[src/rtl/pq_sevenseg_display.sv]
// pq_sevenseg_display
//   Latches one key/value byte pair per load strobe and time-multiplexes it
//   as four hex digits onto a common-anode 7-segment display.
//   Digits 3..2 show the key and digits 1..0 show the value. The decimal
//   point on digit 2 separates the key from the value.
//
// Parameters
//   DIGIT_PERIOD  clock cycles each digit stays enabled (>= 2)
//
// Ports
//   clk     in   1  system clock, rising edge
//   rst     in   1  asynchronous active-high reset
//   load    in   1  strobe: capture key_in/val_in and start showing them
//   clear   in   1  strobe: blank the display; wins over load
//   key_in  in   8  key byte
//   val_in  in   8  value byte
//   an      out  4  digit enables, active-low
//   seg     out  7  segments gfedcba, active-low
//   dp      out  1  decimal point, active-low
//   shown   out  1  high while a latched pair is on display
//
// Optional feature macro: PQ_DISP_LZB_EN
//   When defined, the high nibble of each byte is blanked if it is zero.
//   The blanked digit keeps its anode slot but lights no segments.

module pq_sevenseg_display #(
  parameter int DIGIT_PERIOD = 100_000
) (
  input  logic       clk,
  input  logic       rst,
  input  logic       load,
  input  logic       clear,
  input  logic [7:0] key_in,
  input  logic [7:0] val_in,
  output logic [3:0] an,
  output logic [6:0] seg,
  output logic       dp,
  output logic       shown
);

  localparam int CNT_W = (DIGIT_PERIOD > 1) ? $clog2(DIGIT_PERIOD) : 1;
  localparam logic [CNT_W-1:0] CNT_MAX = CNT_W'(DIGIT_PERIOD - 1);

  localparam logic [3:0] AN_DARK  = 4'b1111;
  localparam logic [6:0] SEG_DARK = 7'h7F;

  logic [CNT_W-1:0] cnt_p0;
  logic [1:0]       idx_p0;
  logic [7:0]       key_r;
  logic [7:0]       val_r;
  logic             shown_r;

  logic [3:0]       nib;
  logic             blank;
  logic [3:0]       an_nxt;
  logic [6:0]       seg_nxt;
  logic             dp_nxt;

  logic [3:0]       an_p1;
  logic [6:0]       seg_p1;
  logic             dp_p1;

  function automatic logic [6:0] hex7(input logic [3:0] n);
    logic [6:0] s;
    case (n)
      4'h0: s = 7'h40;
      4'h1: s = 7'h79;
      4'h2: s = 7'h24;
      4'h3: s = 7'h30;
      4'h4: s = 7'h19;
      4'h5: s = 7'h12;
      4'h6: s = 7'h02;
      4'h7: s = 7'h78;
      4'h8: s = 7'h00;
      4'h9: s = 7'h10;
      4'hA: s = 7'h08;
      4'hB: s = 7'h03;
      4'hC: s = 7'h46;
      4'hD: s = 7'h21;
      4'hE: s = 7'h06;
      default: s = 7'h0E;
    endcase
    return s;
  endfunction

  // ---- stage p0: refresh counter, digit index, latched pair ----
  // The scan free-runs from reset; load/clear never restart it, so a new
  // pair simply appears in whatever slot is currently active.
  always_ff @(posedge clk or posedge rst) begin
    if (rst) begin
      cnt_p0 <= '0;
      idx_p0 <= 2'd0;
    end else if (cnt_p0 == CNT_MAX) begin
      cnt_p0 <= '0;
      idx_p0 <= idx_p0 + 2'd1;
    end else begin
      cnt_p0 <= cnt_p0 + 1'b1;
    end
  end

  // clear has priority: a coincident load is dropped entirely, and the
  // previously latched bytes are kept.
  always_ff @(posedge clk or posedge rst) begin
    if (rst) begin
      key_r   <= 8'h00;
      val_r   <= 8'h00;
      shown_r <= 1'b0;
    end else if (clear) begin
      shown_r <= 1'b0;
    end else if (load) begin
      key_r   <= key_in;
      val_r   <= val_in;
      shown_r <= 1'b1;
    end
  end

  always_comb begin
    nib     = 4'h0;
    blank   = 1'b0;
    an_nxt  = AN_DARK;
    seg_nxt = SEG_DARK;
    dp_nxt  = 1'b1;

    case (idx_p0)
      2'd0:    nib = val_r[3:0];
      2'd1:    nib = val_r[7:4];
      2'd2:    nib = key_r[3:0];
      default: nib = key_r[7:4];
    endcase

`ifdef PQ_DISP_LZB_EN
    // Only the high nibble of each byte may blank, so 8'h00 still reads "0".
    blank = ((idx_p0 == 2'd3) && (key_r[7:4] == 4'h0)) ||
            ((idx_p0 == 2'd1) && (val_r[7:4] == 4'h0));
`else
    blank = 1'b0;
`endif

    if (shown_r) begin
      an_nxt  = ~(4'b0001 << idx_p0);
      seg_nxt = blank ? SEG_DARK : hex7(nib);
      dp_nxt  = (idx_p0 != 2'd2);
    end
  end

  // ---- stage p1: registered pin drivers ----
  // Reset forces the pins dark directly, so an async reset never passes
  // through an all-segments-on state.
  always_ff @(posedge clk or posedge rst) begin
    if (rst) begin
      an_p1  <= AN_DARK;
      seg_p1 <= SEG_DARK;
      dp_p1  <= 1'b1;
    end else begin
      an_p1  <= an_nxt;
      seg_p1 <= seg_nxt;
      dp_p1  <= dp_nxt;
    end
  end

  assign an    = an_p1;
  assign seg   = seg_p1;
  assign dp    = dp_p1;
  assign shown = shown_r;

endmodule

[config.mk]
export PLATFORM = sky130hd
export DESIGN_NAME = pq_sevenseg_display
export DESIGN_NICKNAME = d
export VERILOG_FILES = /design/src/rtl/pq_sevenseg_display.sv
export SDC_FILE = /design/constraint.sdc
export NUM_CORES = 1
export LEC_CHECK = 0
export CAP_MARGIN = 20
export CORE_MARGIN = 1.5
export CORE_UTILIZATION = 31
export DETAILED_ROUTE_END_ITERATION = 6
export PLACE_DENSITY_LB_ADDON = 0.1
export SYNTH_ARGS = -nofsm -noshare
export SYNTH_HDL_FRONTEND = slang
export SYNTH_SLANG_ARGS = --single-unit
[constraint.sdc]
create_clock -name clk -period 2.1 [get_ports clk]
set_input_delay 0.315 -clock clk [delete_from_list [all_inputs] [get_ports clk]]
set_output_delay 0.315 -clock clk [all_outputs]
set_load 0.005 [all_outputs]
* After elaboration in Yosys (flattened, before gate mapping)
Memories as Yosys holds them, arrays and structs flattened.
Cells that the tools add are included.
W data, S select, Z words.
** Storage, ports and cells
- Register bits :: 48
- Latch bits :: 0
- RAM bits :: 0
- Bits in read-only memories :: 112
- Input bits :: 20
- Output and inout bits :: 13
- Logic and storage cells :: 28
- Memories kept :: 1
** Memory list
- (no name shown) :: depth 16, width 7, read ports 1, clocked after memory_dff 0, write ports 0, line 65 : case (n)
** Operators by class
- Add/sub/neg operators :: 2
- Multipliers :: 0
- Divide/modulo/power cells :: 0
- Order comparisons :: 0
- Eq/ne operators :: 4
- Shifts and indexed selects :: 1
- Multiplexer cells :: 7
- Bitwise gates (word level) :: 2
- Reductions and logical operators :: 3
** Operators with widths (count)
- $add A17 B1 Y17 const B :: 1
- $eq A17 B17 Y1 const B :: 1
- $mux W17 :: 1
- $pmux W4 S3 :: 1
- $mux W7 :: 1
- $mux W4 :: 1
- $not A4 Y4 :: 1
- $shl A1 B2 Y4 const A :: 1
- $mux W1 :: 3
- $add A2 B1 Y2 const B :: 1
- $eq A2 B1 Y1 const B :: 1
- $eq A2 B2 Y1 const B :: 1
- $logic_not A2 Y1 :: 1
- $ne A2 B2 Y1 const B :: 1
- $reduce_and A2 Y1 :: 1
- $reduce_bool A2 Y1 :: 1
- $not A1 Y1 :: 1

* Depth between registers and ports, before layout
Gate-level depths: netlist of the first run.
An unclocked memory read counts as a cell.
- Depth in word-level cells :: 4
- Mapped depth :: 9
- Gate-level depth less buffers :: 9

* Worst setup path after synthesis of the first run
OpenSTA, ideal clock, no wires.
- Path kind :: reg2reg
- From :: register idx_p0[0]
- To :: register seg_p1[3] (netlist: seg[3])
- Setup time :: 0.108 ns
- Data arrival time :: 2.054 ns
- Data required time :: 1.992 ns
- Slack :: -0.062 ns
- Stages on the path, launching flop included :: 10
- Path buffers :: 0
- Period minus slack after synthesis :: 2.162 ns
- Cells stage by stage :: dfrtp_1 -> inv_1 -> ha_1 -> a222oi_1 -> a21oi_1 -> inv_1 -> ha_1 -> a211oi_1 -> a2111oi_0 -> a41oi_1
** On the way
- Cells in the longest elaborated chain, start to end :: 4
- Elaborated cells between the ends (all ways) :: 6
- Those cells by class :: eq/ne: 2; mux: 2; reduce/logical: 1; memory: 1
** Ends and longest elaborated chain
- start: declaration :: line 48 : logic [1:0] idx_p0;
- start signal: assignment :: line 95 : idx_p0 <= idx_p0 + 2'd1;
- $eq A2 B2 Y1, or another cell as far along :: line 124 : case (idx_p0)
- $pmux W4 S3 (*) :: line 124
- $mem_v2 Z16 W7 (*)
- $mux W7 (*) :: line 139 : if (shown_r) begin
- named net seg_nxt[3] :: line 56 : logic [6:0] seg_nxt;
- end signal: assignment :: line 156 : seg_p1 <= seg_nxt;
- end: declaration :: line 60 : logic [6:0] seg_p1;
Mark *: on every way through the listed nets, which the timed path passes. The rest lies on a longest branch.
A chain may end at the register's enable or synchronous reset.

* Worst setup path after layout of the first run
- From :: register idx_p0[1]
- To :: register seg_p1[3] (netlist: seg[3])
The elaborated chain is that of the path after synthesis.

==> results.txt, run 1 <==
----------------------------------------------------
[Status]
  Outcome ... complete, but fails checks
  Failing checks ... negative setup slack

[Floorplanning]
  Overall die height ... 88.0 um
  Die Area ... 7740 sq um
  Floorplan core area ... 6870 sq um
  I/O Pins ... 33
  Starting density of the core ... 32.6%
  Chip width ... 88.0 um
  Placement Rows ... 30

[Routing]
  Total routed wirelength ... 4580 um
  Post-detailed-route wirelength per cell ... 13.4 um
  Total DRC errors in the routed layout ... 0
  Total number of vias ... 1599
  Length of the first detailed-routing pass in iterations ... 7
  Vias per std cell ... 4.69
  ANT nets after route ... 0
  Drt first-iter violations ... 50

[CTS]
  Clock tree root driver cell ... clkbuf_8
  Hold-fix buffers, CTS ... 0
  CTS Buf Count ... 5
  CTS tree ... built
  Clock latency at the later pin of the worst-skew pair ... 0.31 ns
  H-Tree Level Count ... 2
  Number of buffers between clock root and the deepest sink ... 2
  Reg clk slew, reported paths ... 0.10 ns
  Total clock sinks ... 47

[Pwr]
  Leak ... 1.24 nW
  Net Sw Power ... 0.531 mW
  Sequential cell fraction of total power ... 51.4%
  Switching share of total power ... 26.9%
  P per Cell Area ... 659 nW/um^2
  Clk pwr share ... 29.4%
  Internal power component ... 1.44 mW
  Relative contribution of combinational cells to total power ... 19.2%
  Max IR drop VDD ... 0.281 mV

[Critical path]
  Worst Path Arrival ... 2.35 ns
  Max stage delay cell, worst path ... dfrtp_1
  Critical register-to-register path startpoint ... idx_p0[1]
  Family with the most delay on the worst path ... compound AO/OA/AOI/OAI gates
  Crit. End Element ... flip-flop
  Endpoint of the lowest-slack register-to-register path ... seg[3]
  Count of cell instances traversed by the critical path ... 9
  Required arrival time at the worst endpoint ... 2.33 ns
  Critical path buffers and inverters ... 2
  Worst-path cell chain ... inv_2 > ha_4 > a222oi_1 > a21oi_2 > inv_2 > ha_4 > a211oi_2 > a2111oi_2 > a41oi_1
  Critical path start-end classification ... flip-flop to flip-flop
  Kind of launch point of the worst setup path ... flip-flop
  Top fanout value on the critical path ... 5
  Maximum cell stage delay along the critical path ... 0.44 ns
  Worst reg2reg setup slack ... -0.02 ns
  Count of cells along the worst register-to-register path ... 9

[Timing]
  Final setup violation count ... 1
  Unrepaired setup endpoints after global routing ... yes
  Worst setup skew after layout ... 0.0128 ns
  Fin crit share ... 101%
  Number of slew-limit violations in the final report ... 0
  PnR worst setup slack ... -0.0192 ns
  Worst hold slack ... 0.311 ns
  Final critical delay including setup and external delays ... 2.12 ns
  Highest clock rate ... 0.472 GHz
  Slew headroom ... 71.7%
  Number of hold violations in the final report ... 0
  Slew at the pin closest to its max-slew limit ... 0.424 ns

[Logic synthesis]
  Synth top area cells ... dfrtp_1 (40%), dfstp_2 (13%), mux2_2 (8.6%)
  Most frequent cells after synthesis ... dfrtp_1 (36), mux2_2 (17), nand2_1 (17), nor2_1 (13), ha_1 (12)
  Top flip-flop cell by instance count after synthesis ... dfrtp_1
  Post-synthesis cell type with the largest combined area ... dfrtp_1
  Number of flops mapped to enable cells by yosys ... 0
  Count of warnings emitted by yosys ... 0
  Post-synth cell types ... 37
  Portion of the post-synthesis area used by sequential elements ... 53.2%
  Async S/R FF share, synth ... 100%
  Synth Register Bits ... 47
  Area fraction of the dominant cell type after synthesis ... 40.3%
  Mapped Area ... 2240 sq um
  Mean instance size in the synthesized netlist ... 11.8 sq um
  Syn Nets ... 222
  Most frequent cell after synthesis ... dfrtp_1
  Synthesized netlist cell count ... 190

[Global routing]
  Initial antenna violation count ... 0
  Overall global routing resource usage ... 13.2%
  Largest net degree at the start of global routing ... 31
  Vias in the first global route ... 1643
  Global-route congestion overflow total ... 0
  Global-route wire length before repair ... 7780 um

[Hold path]
  Tightest Hold Check Type ... primary input to asynchronous set/reset pin

[Layout]
  Final net count ... 276
  Antenna diode instance count ... 0
  Finished layout cell area ... 3000 sq um
  Sequential cell area in the final layout ... 1190 sq um
  Area growth from synthesis to layout ... 33.9%
  Filler cell count ... 670
  Share of post-route cells with drive strength above 1 ... 31.8%
  Area of combinational cells with multiple inputs ... 1070 sq um

[Placed design]
  Placed instance area ... 2790 sq um
  Detail Placement HPWL ... 3260 um
  Post-placement setup slack ... -0.0247 ns
  Weighted congestion reported at the end of routability-driven placement ... 0.744
  # port buffers ... 32

[Job]
  Max-capacitance violation count ... 0

----------------------------------------------------
cells in the final DEF (no fill, tap or decap), types with 2 or more instances in the layout:
cell type,synthesis,layout
a21oi_1,5,2
a21oi_2,0,3
a222oi_1,4,4
and4_1,2,2
buf_4,1,19
clkbuf_8,0,5
clkdlybuf4s50_1,0,32
dfrtp_1,36,35
dfstp_2,11,11
ha_1,12,6
ha_2,0,2
ha_4,0,4
inv_1,7,2
inv_2,0,5
inv_6,0,2
mux2_2,17,17
mux2i_1,6,5
nand2_1,17,17
nand3_1,5,5
nand4_1,4,4
nor2_1,13,13
nor2b_1,5,5
nor3_1,2,2
o21ai_0,4,4
o221ai_1,4,4
or4_1,2,2
xnor2_1,9,9
xor2_1,5,5
how the worst max path moves through the flow:
stage          startpoint      to  slack [ns]
6_report        idx_p0[1]  seg[3]       -0.02
4_1_cts         idx_p0[0]  seg[3]       0.004
3_3_place_gp    idx_p0[0]  seg[0]        0.04
2_1_floorplan   idx_p0[0]  seg[3]        0.05
5_1_grt         idx_p0[1]  seg[3]       -0.07
3_5_place_dp    idx_p0[1]  seg[3]       -0.02
worst register-to-register path: stages (launching register included):
cell and delay (ns):
dfrtp_1 0.44, inv_2 0.08, ha_4 0.17, a222oi_1 0.43, a21oi_2 0.14, inv_2 0.10
ha_4 0.21, a211oi_2 0.23, a2111oi_2 0.06, a41oi_1 0.18
metal layers:
metal | share of wire, % | wire length (um) | GRT usage [%]
met4 | 1.4 | 66 | 4.76
met5 | 0 | 0 | 0
met2 | 45 | 2060 | 20.4
met1 | 49 | 2260 | 18.3
met3 | 4.0 | 184 | 2.83
metrics by stage:
| stage | utilization (%) | TNS, ns | instances | total power [mW] |
|---|---|---|---|---|
| CTS | 42.4 | 0 | 340 | 1.97 |
| finish | 43.6 | -0.0192 | 341 | 1.97 |
| floorplan | - | 0 | 190 | 1.20 |
| detailed placement | 40.6 | -0.0247 | 329 | 1.37 |
| global route | 43.6 | -0.108 | 341 | 2.08 |
| global placement | 40.6 | 0 | 329 | 1.38 |
flip-flops by register name, indices dropped and copies added (netlist names):
register,flops
shown,1
an,4
key_r,8
cnt_p0,17
val_r,8
idx_p0,2
seg,7
cell type report:
type                    count  share of cell area, %
clock inverters             3                  0.877
well taps                  96                   4.01
flip-flops and latches     47                   39.7
repair buffers             53                   16.5
clock buffers               5                   2.30
multi-input cells         129                   35.6
inverters                   8                   1.00
power groups by stage:
stage	sequential, mW	combinational (mW)	clock, mW
global placement	1.04	0.338	0
floorplan	1.03	0.176	0
global route	1.02	0.414	0.643
CTS	1.02	0.343	0.609
detailed placement	1.03	0.339	0
finish	1.02	0.379	0.580
kinds of logic (layout without fill, tap and decap cells):
group	after synthesis	count (layout)	synth area share (%)
fa+ha+maj	12	12	6.71
simple gates	56	56	12.7
flops	47	47	53.2
xor+xnor	14	14	5.48
compound gates	24	24	7.83
mux	23	23	11.2
buf+inv	14	69	2.85
what timing repair did:
| item | 4_1_cts | 5_1_grt |
|---|---|---|
| setup endpoints to repair | 4 | 7 |
| gates resized for setup | 1 | 21 |
| buffers inserted | 3 | 1 |
| pin swaps | 2 | 11 |
| hold endpoints to repair | 0 | 0 |
Note: power is estimated with default switching activity, not from simulation.
==> run 2, diff against run 1 <==
Settings changed: REMOVE_ABC_BUFFERS set to 1.
==> run 2 against run 1 <==
Compared with the run above: the flow now finishes without violations; utilization decreased by 0.86 points; clock skew shrank 0.0064 ns; combinational power fell by 6.1%; flip-flop and latch count unchanged; worst setup slack gained 0.14 ns; critical endpoint unchanged; largest power group unchanged.
==> results.txt, run 2 (synthesized netlist as in run 1, its figures left out) <==
----------------------------------------------------
[Timing]
  Slew headroom ... 76.4% (was 71.7%)
  PnR worst setup slack ... 0.118 ns (was -0.0192 ns)
  Number of hold violations in the final report ... 0 (unchanged)
  Unrepaired setup endpoints after global routing ... yes (unchanged)
  Final setup violation count ... 0 (was 1)
  Slew at the pin closest to its max-slew limit ... 0.354 ns (was 0.424 ns)
  Highest clock rate ... 0.505 GHz (was 0.472 GHz)
  Number of slew-limit violations in the final report ... 0 (unchanged)
  Fin crit share ... 94.4% (was 101%)
  Final critical delay including setup and external delays ... 1.98 ns (was 2.12 ns)
  Worst setup skew after layout ... 0.00639 ns (was 0.0128 ns)

[Pwr]
  P per Cell Area ... 649 nW/um^2 (was 659 nW/um^2)
  Max IR drop VDD ... 0.244 mV (was 0.281 mV)
  Leak ... 1.24 nW (about the same)
  Overall power after layout ... 1.91 mW (was 1.97 mW)

[Job]
  Max-capacitance violation count ... 0 (unchanged)

[Placed design]
  Detail Placement HPWL ... 3260 um (about the same)
  # port buffers ... 32 (unchanged)
  DP Cell Count ... 330 (was 329)
  Post-placement setup slack ... -0.00102 ns (was -0.0247 ns)
  Weighted congestion reported at the end of routability-driven placement ... 0.781 (was 0.744)

[Layout]
  Top register by number of flip-flops ... cnt_p0 (unchanged)
  Share of post-route cells with drive strength above 1 ... 28.2% (was 31.8%)
  Highest-count cells in the layout ignoring fill and taps ... dfrtp_1 (36), clkdlybuf4s50_1 (32), buf_4 (20) (was dfrtp_1 (35), clkdlybuf4s50_1 (32), buf_4 (19))
  Final net count ... 276 (unchanged)
  Sequential cell area in the final layout ... 1190 sq um (about the same)
  Largest registers ranked by flip-flop count ... cnt_p0 (17), key_r (8), val_r (8) (unchanged)
  Final instance count without filler cells ... 341 (unchanged)
  Filler cell count ... 706 (was 670)
  Antenna diode instance count ... 0 (unchanged)
  Flip-flop count of the largest register after layout ... 17 (unchanged)
  Most common cell after layout, fill and taps aside ... dfrtp_1 (unchanged)
  Area of combinational cells with multiple inputs ... 1030 sq um (was 1070 sq um)
  Area growth from synthesis to layout ... 31.3% (was 33.9%)
  Util after Layout ... 42.8% (was 43.6%)

[CTS]
  Reg clk slew, reported paths ... 0.09 ns (was 0.10 ns)
  CTS tree ... built (unchanged)
  Total clock sinks ... 47 (unchanged)
  CTS Buf Count ... 5 (unchanged)
  Clock tree root driver cell ... clkbuf_8 (unchanged)
  H-Tree Level Count ... 2 (unchanged)
  Hold-fix buffers, CTS ... 0 (unchanged)
  Clock latency at the later pin of the worst-skew pair ... 0.30 ns (was 0.31 ns)
  Number of buffers between clock root and the deepest sink ... 2 (unchanged)

[Critical path]
  Kind of launch point of the worst setup path ... flip-flop (unchanged)
  Max stage delay cell, worst path ... dfrtp_1 (unchanged)
  Required arrival time at the worst endpoint ... 2.32 ns (was 2.33 ns)
  Top fanout value on the critical path ... 4 (was 5)
  Cell occurring most often along the worst timing path ... inv_2
  Critical path start-end classification ... flip-flop to flip-flop (unchanged)
  Worst-path cell chain ... inv_2 > ha_2 > a222oi_1 > a21oi_1 > inv_2 > ha_4 > a211oi_2 > a2111oi_1 > a41oi_1 (was inv_2 > ha_4 > a222oi_1 > a21oi_2 > inv_2 > ha_4 > a211oi_2 > a2111oi_2 > a41oi_1)
  Maximum cell stage delay along the critical path ... 0.41 ns (was 0.44 ns)
  Crit. End Element ... flip-flop (unchanged)
  Worst Path Arrival ... 2.20 ns (was 2.35 ns)

[Status]
  Outcome ... finished clean (was complete, but fails checks)

[Global routing]
  Overall global routing resource usage ... 13.4% (was 13.2%)
  Vias in the first global route ... 1677 (was 1643)
  Global-route wire length before repair ... 7910 um (was 7780 um)
  Global-route congestion overflow total ... 0 (unchanged)
  Largest net degree at the start of global routing ... 48 (was 31)
  Initial antenna violation count ... 0 (unchanged)

[Routing]
  Length of the first detailed-routing pass in iterations ... 4 (was 7)
  Total number of vias ... 1607 (was 1599)
  Vias per std cell ... 4.71 (was 4.69)
  Post-detailed-route wirelength per cell ... 13.5 um (was 13.4 um)
  Total routed wirelength ... 4620 um (was 4580 um)
  Drt first-iter violations ... 65 (was 50)
  Total DRC errors in the routed layout ... 0 (unchanged)
  ANT nets after route ... 0 (unchanged)

[Floorplanning]
  Placement Rows ... 30 (unchanged)
  Die Area ... 7740 sq um (unchanged)
  Starting density of the core ... 32.6% (unchanged)
  Floorplan core area ... 6870 sq um (unchanged)
  I/O Pins ... 33 (unchanged)
  Overall die height ... 88.0 um (unchanged)
  Chip width ... 88.0 um (unchanged)

[Hold path]
  Tightest Hold Check Type ... primary input to asynchronous set/reset pin (unchanged)

----------------------------------------------------
-- run 2: cell types whose count changed in the layout (fill, tap and decap cells not counted), sizes merged --
cell and delta:
inv -2, clkbuf +2
-- run 2: what timing repair did --
item / in CTS / in global routing
setup buffers: 0 / 3
gates resized for setup: 0 / 13
pin swaps: 2 / 7
gates cloned: 0 / 0
setup endpoints to repair: 1 / 6
-- run 2: worst max-delay path: cells and delay by family (launching register included) --
kind | cells | cell delay (ns)
buf+inv | 2 | 0.21
flops | 1 | 0.41
fa+ha+maj | 2 | 0.42
compound gates | 5 | 0.86
-- run 2: routing by layer --
metal / share of wire (%) / global-route usage, %
met1: 49 / 18.2
met2: 46 / 20.7
met3: 3.8 / 3.20
met4: 1.1 / 4.76
met5: 0 / 0
-- run 2: path summary, 6_finish.rpt --
kind / start / depth (start not counted) / end / slack (ns)
worst max register to register: idx_p0[0] / 9 / seg[3] / 0.12
min in group clk: cnt_p0[0] / 1 / cnt_p0[0] / 0.49
worst min-delay path: rst / 3 / cnt_p0[13] / 0.37
worst max-delay path: idx_p0[0] / 9 / seg[3] / 0.12
worst min register to register: cnt_p0[0] / 1 / cnt_p0[0] / 0.49
max in group asynchronous: rst / 3 / an[3] / 1.45
-- run 2: power by group --
part           switching (mW)  internal (mW)  total (mW)
combinational           0.155          0.201       0.356
clock                   0.300          0.234       0.534
sequential             0.0332          0.984        1.02
total                   0.488           1.42        1.91
-- run 2: final cells by class --
type	instances	area share, %
well taps	96	4.09
repair buffers	53	16.7
inverters	8	1.02
clock buffers	7	2.60
multi-input cells	129	34.9
clock inverters	1	0.170
flip-flops and latches	47	40.5
-- run 2: through the flow --
stage,area [sq um],TNS (ns),hold slack [ns]
floorplan,2200,-0.0625,0.381
global placement,2790,0,0.479
detailed placement,2790,-0.00102,0.484
CTS,2870,0,0.380
global route,2940,-0.0741,0.391
finish,2940,0,0.369
==> edit (flow settings as in run 2) <==
Add a define of `PQ_DISP_LZB_EN`.
--- a/src/rtl/pq_sevenseg_display.sv
+++ b/src/rtl/pq_sevenseg_display.sv
@@ -24,2 +24,4 @@
 //   The blanked digit keeps its anode slot but lights no segments.
+
+`define PQ_DISP_LZB_EN
 
Function: same outputs for any inputs over 10 cycles, from zero or initial values and one cycle with rst high; that may be too few to reach the edited logic, so the function may still have changed.
==> edit against run 2 <==
- sequential cell count did not move
- non-clock buffer count fell by 2
- worst setup slack got worse by 19 ps
- fmax fell by 0.96%
- power fell by 1.1%
- synthesized area fell by 0.22%
- final area did not move
- wire length fell by 3.9%
- largest cell class unchanged
- largest power group unchanged
- highest routed layer unchanged
==> edit: results (changes against run 2) <==
status - completed
initial DRC count - 39 (-40%)
Nets - 281 (+1.8%)
adder-cell share of the synthesized area - 0.0617 (-0.00545)
leakage - 0.00124 uW (+0.21%)
# fillers - 671 (-5.0%)
Warnings, synthesis - 0 (unchanged)
share of cells above drive strength 1 - 0.271 (-0.0107)
Crit path arrival time - 2210 ps
CP top delay family - compound AO/OA/AOI/OAI gates
Worst VDD drop - 309 uV (+27%)
largest net degree at the start of global routing - 30 (-38%)
gpl congestion - 0.780 (about the same)
period utilization - 0.953 (+0.00916)
Switching Share - 0.254 (-0.00208)
worst skew pair latency - 290 ps
Setup Skew - 4.77 ps (-1.62 ps)
xor/xnor share of the synthesized area - 0.0667 (+0.0119)
Slowest Stage Delay on Critical Path - 390 ps (-20 ps)
first-pass GRT wire length - 7370 um (-6.8%)
vias per cell - 4.52 (-4.0%)
final HPWL from detailed placement - 3160 um (-3.1%)
Synth Area in Compound Gates - 0.0723 (-0.00599)
Synth cell types - 34 (-8.1%)
port bufs - 32 (unchanged)
vias in the first global route - 1570 (-6.4%)
top cells by count, synth - dfrtp_1, nand2_1, nor2_1
Routed WL per cell - 12.8 um (-5.6%)
register area share after synthesis - 0.533 (+0.00119)
biggest regs - cnt_p0: 17 flops, key_r: 8 flops, val_r: 8 flops
total track usage - 0.123 (-0.0109)
Worst slew margin - 0.720 (-0.0437)
fraction of synthesized area in multiplexers - 0.0846 (-0.0278)
HP Class - primary input to asynchronous set/reset pin
Synth area leaders - dfrtp_1, dfstp_2, mux2_2, ha_1, xnor2_1
==> edit: cell type report <==
cell class | instances | area share
clock buffer | 7 | 0.0260
clock inverter | 1 | 0.00170
inverter | 12 | 0.0162
multi-input combinational | 133 | 0.342
sequential | 47 | 0.405
tap | 96 | 0.0409
timing repair buffer | 51 | 0.167
==> edit: logic make-up (layout without fill, tap and decap cells) <==
kind of cell | count (synthesis) | count (layout)
buf+inv | 19 | 71
compound gates | 24 | 24
mux | 17 | 17
simple gates | 64 | 64
flops | 47 | 47
xor+xnor | 17 | 17
fa+ha+maj | 11 | 11
==> edit: power by group through the flow <==
stage               registers [uW]  clock network, uW  logic (uW)
finish                        1020                521         343
floorplan                     1030                  0         175
CTS                           1020                553         333
detailed placement            1040                  0         327
global route                  1030                580         379
global placement              1040                  0         328
==> edit: stage by stage <==
stage          hold slack [ps]  setup slack, ps  area (um2)  cells  utilization
6_report                   335             98.9        2940    347        0.428
3_5_place_dp               474            -34.1        2770    335        0.403
3_3_place_gp               475             80.7        2770    335        0.403
4_1_cts                    339             5.40        2860    344        0.416
2_1_floorplan              381             95.7        2190    192            -
5_1_grt                    363            -2.66        2940    347        0.428
==> edit: routing by layer <==
metal | vias to the layer above | routed length (um) | share of wire | global-route usage
li1 | 779 | - | - | -
met1 | 764 | 2090 | 0.47 | 0.157
met2 | 25 | 2160 | 0.49 | 0.203
met3 | 2 | 163 | 0.037 | 0.0311
met4 | 0 | 29 | 0.0065 | 0.0390
met5 | - | 0 | 0 | 0
==> edit: worst paths after layout <==
kind,startpoint,endpoint,slack [ps],depth (start not counted)
max in group asynchronous,rst,idx_p0[1]$_DFFE_PP0N_,1270,3
max reg2reg,idx_p0[0]$_DFFE_PP0N_,seg[1]$_DFF_PP1_,100,8
max,idx_p0[0]$_DFFE_PP0N_,seg[1]$_DFF_PP1_,100,8
min,rst,key_r[2]$_DFFE_PP0P_,340,2
min in group clk,cnt_p0[0]$_DFF_PP0_,cnt_p0[0]$_DFF_PP0_,480,1
min reg2reg,cnt_p0[0]$_DFF_PP0_,cnt_p0[0]$_DFF_PP0_,480,1
==> edit: worst reg2reg max path, delay by kind of cell (launching register included) <==
kind                       cells  cell delay (ps)
adders and majority gates      2              440
AOI/OAI and AO/OA              3              680
muxes                          1              180
DFF                            1              390
buffers and inverters          2              240
==> edit: repair_timing <==
action	in CTS	in global routing
pin swaps	1	4
resized for setup	2	15
endpoints found under the setup margin	2	7
buffers inserted	1	3
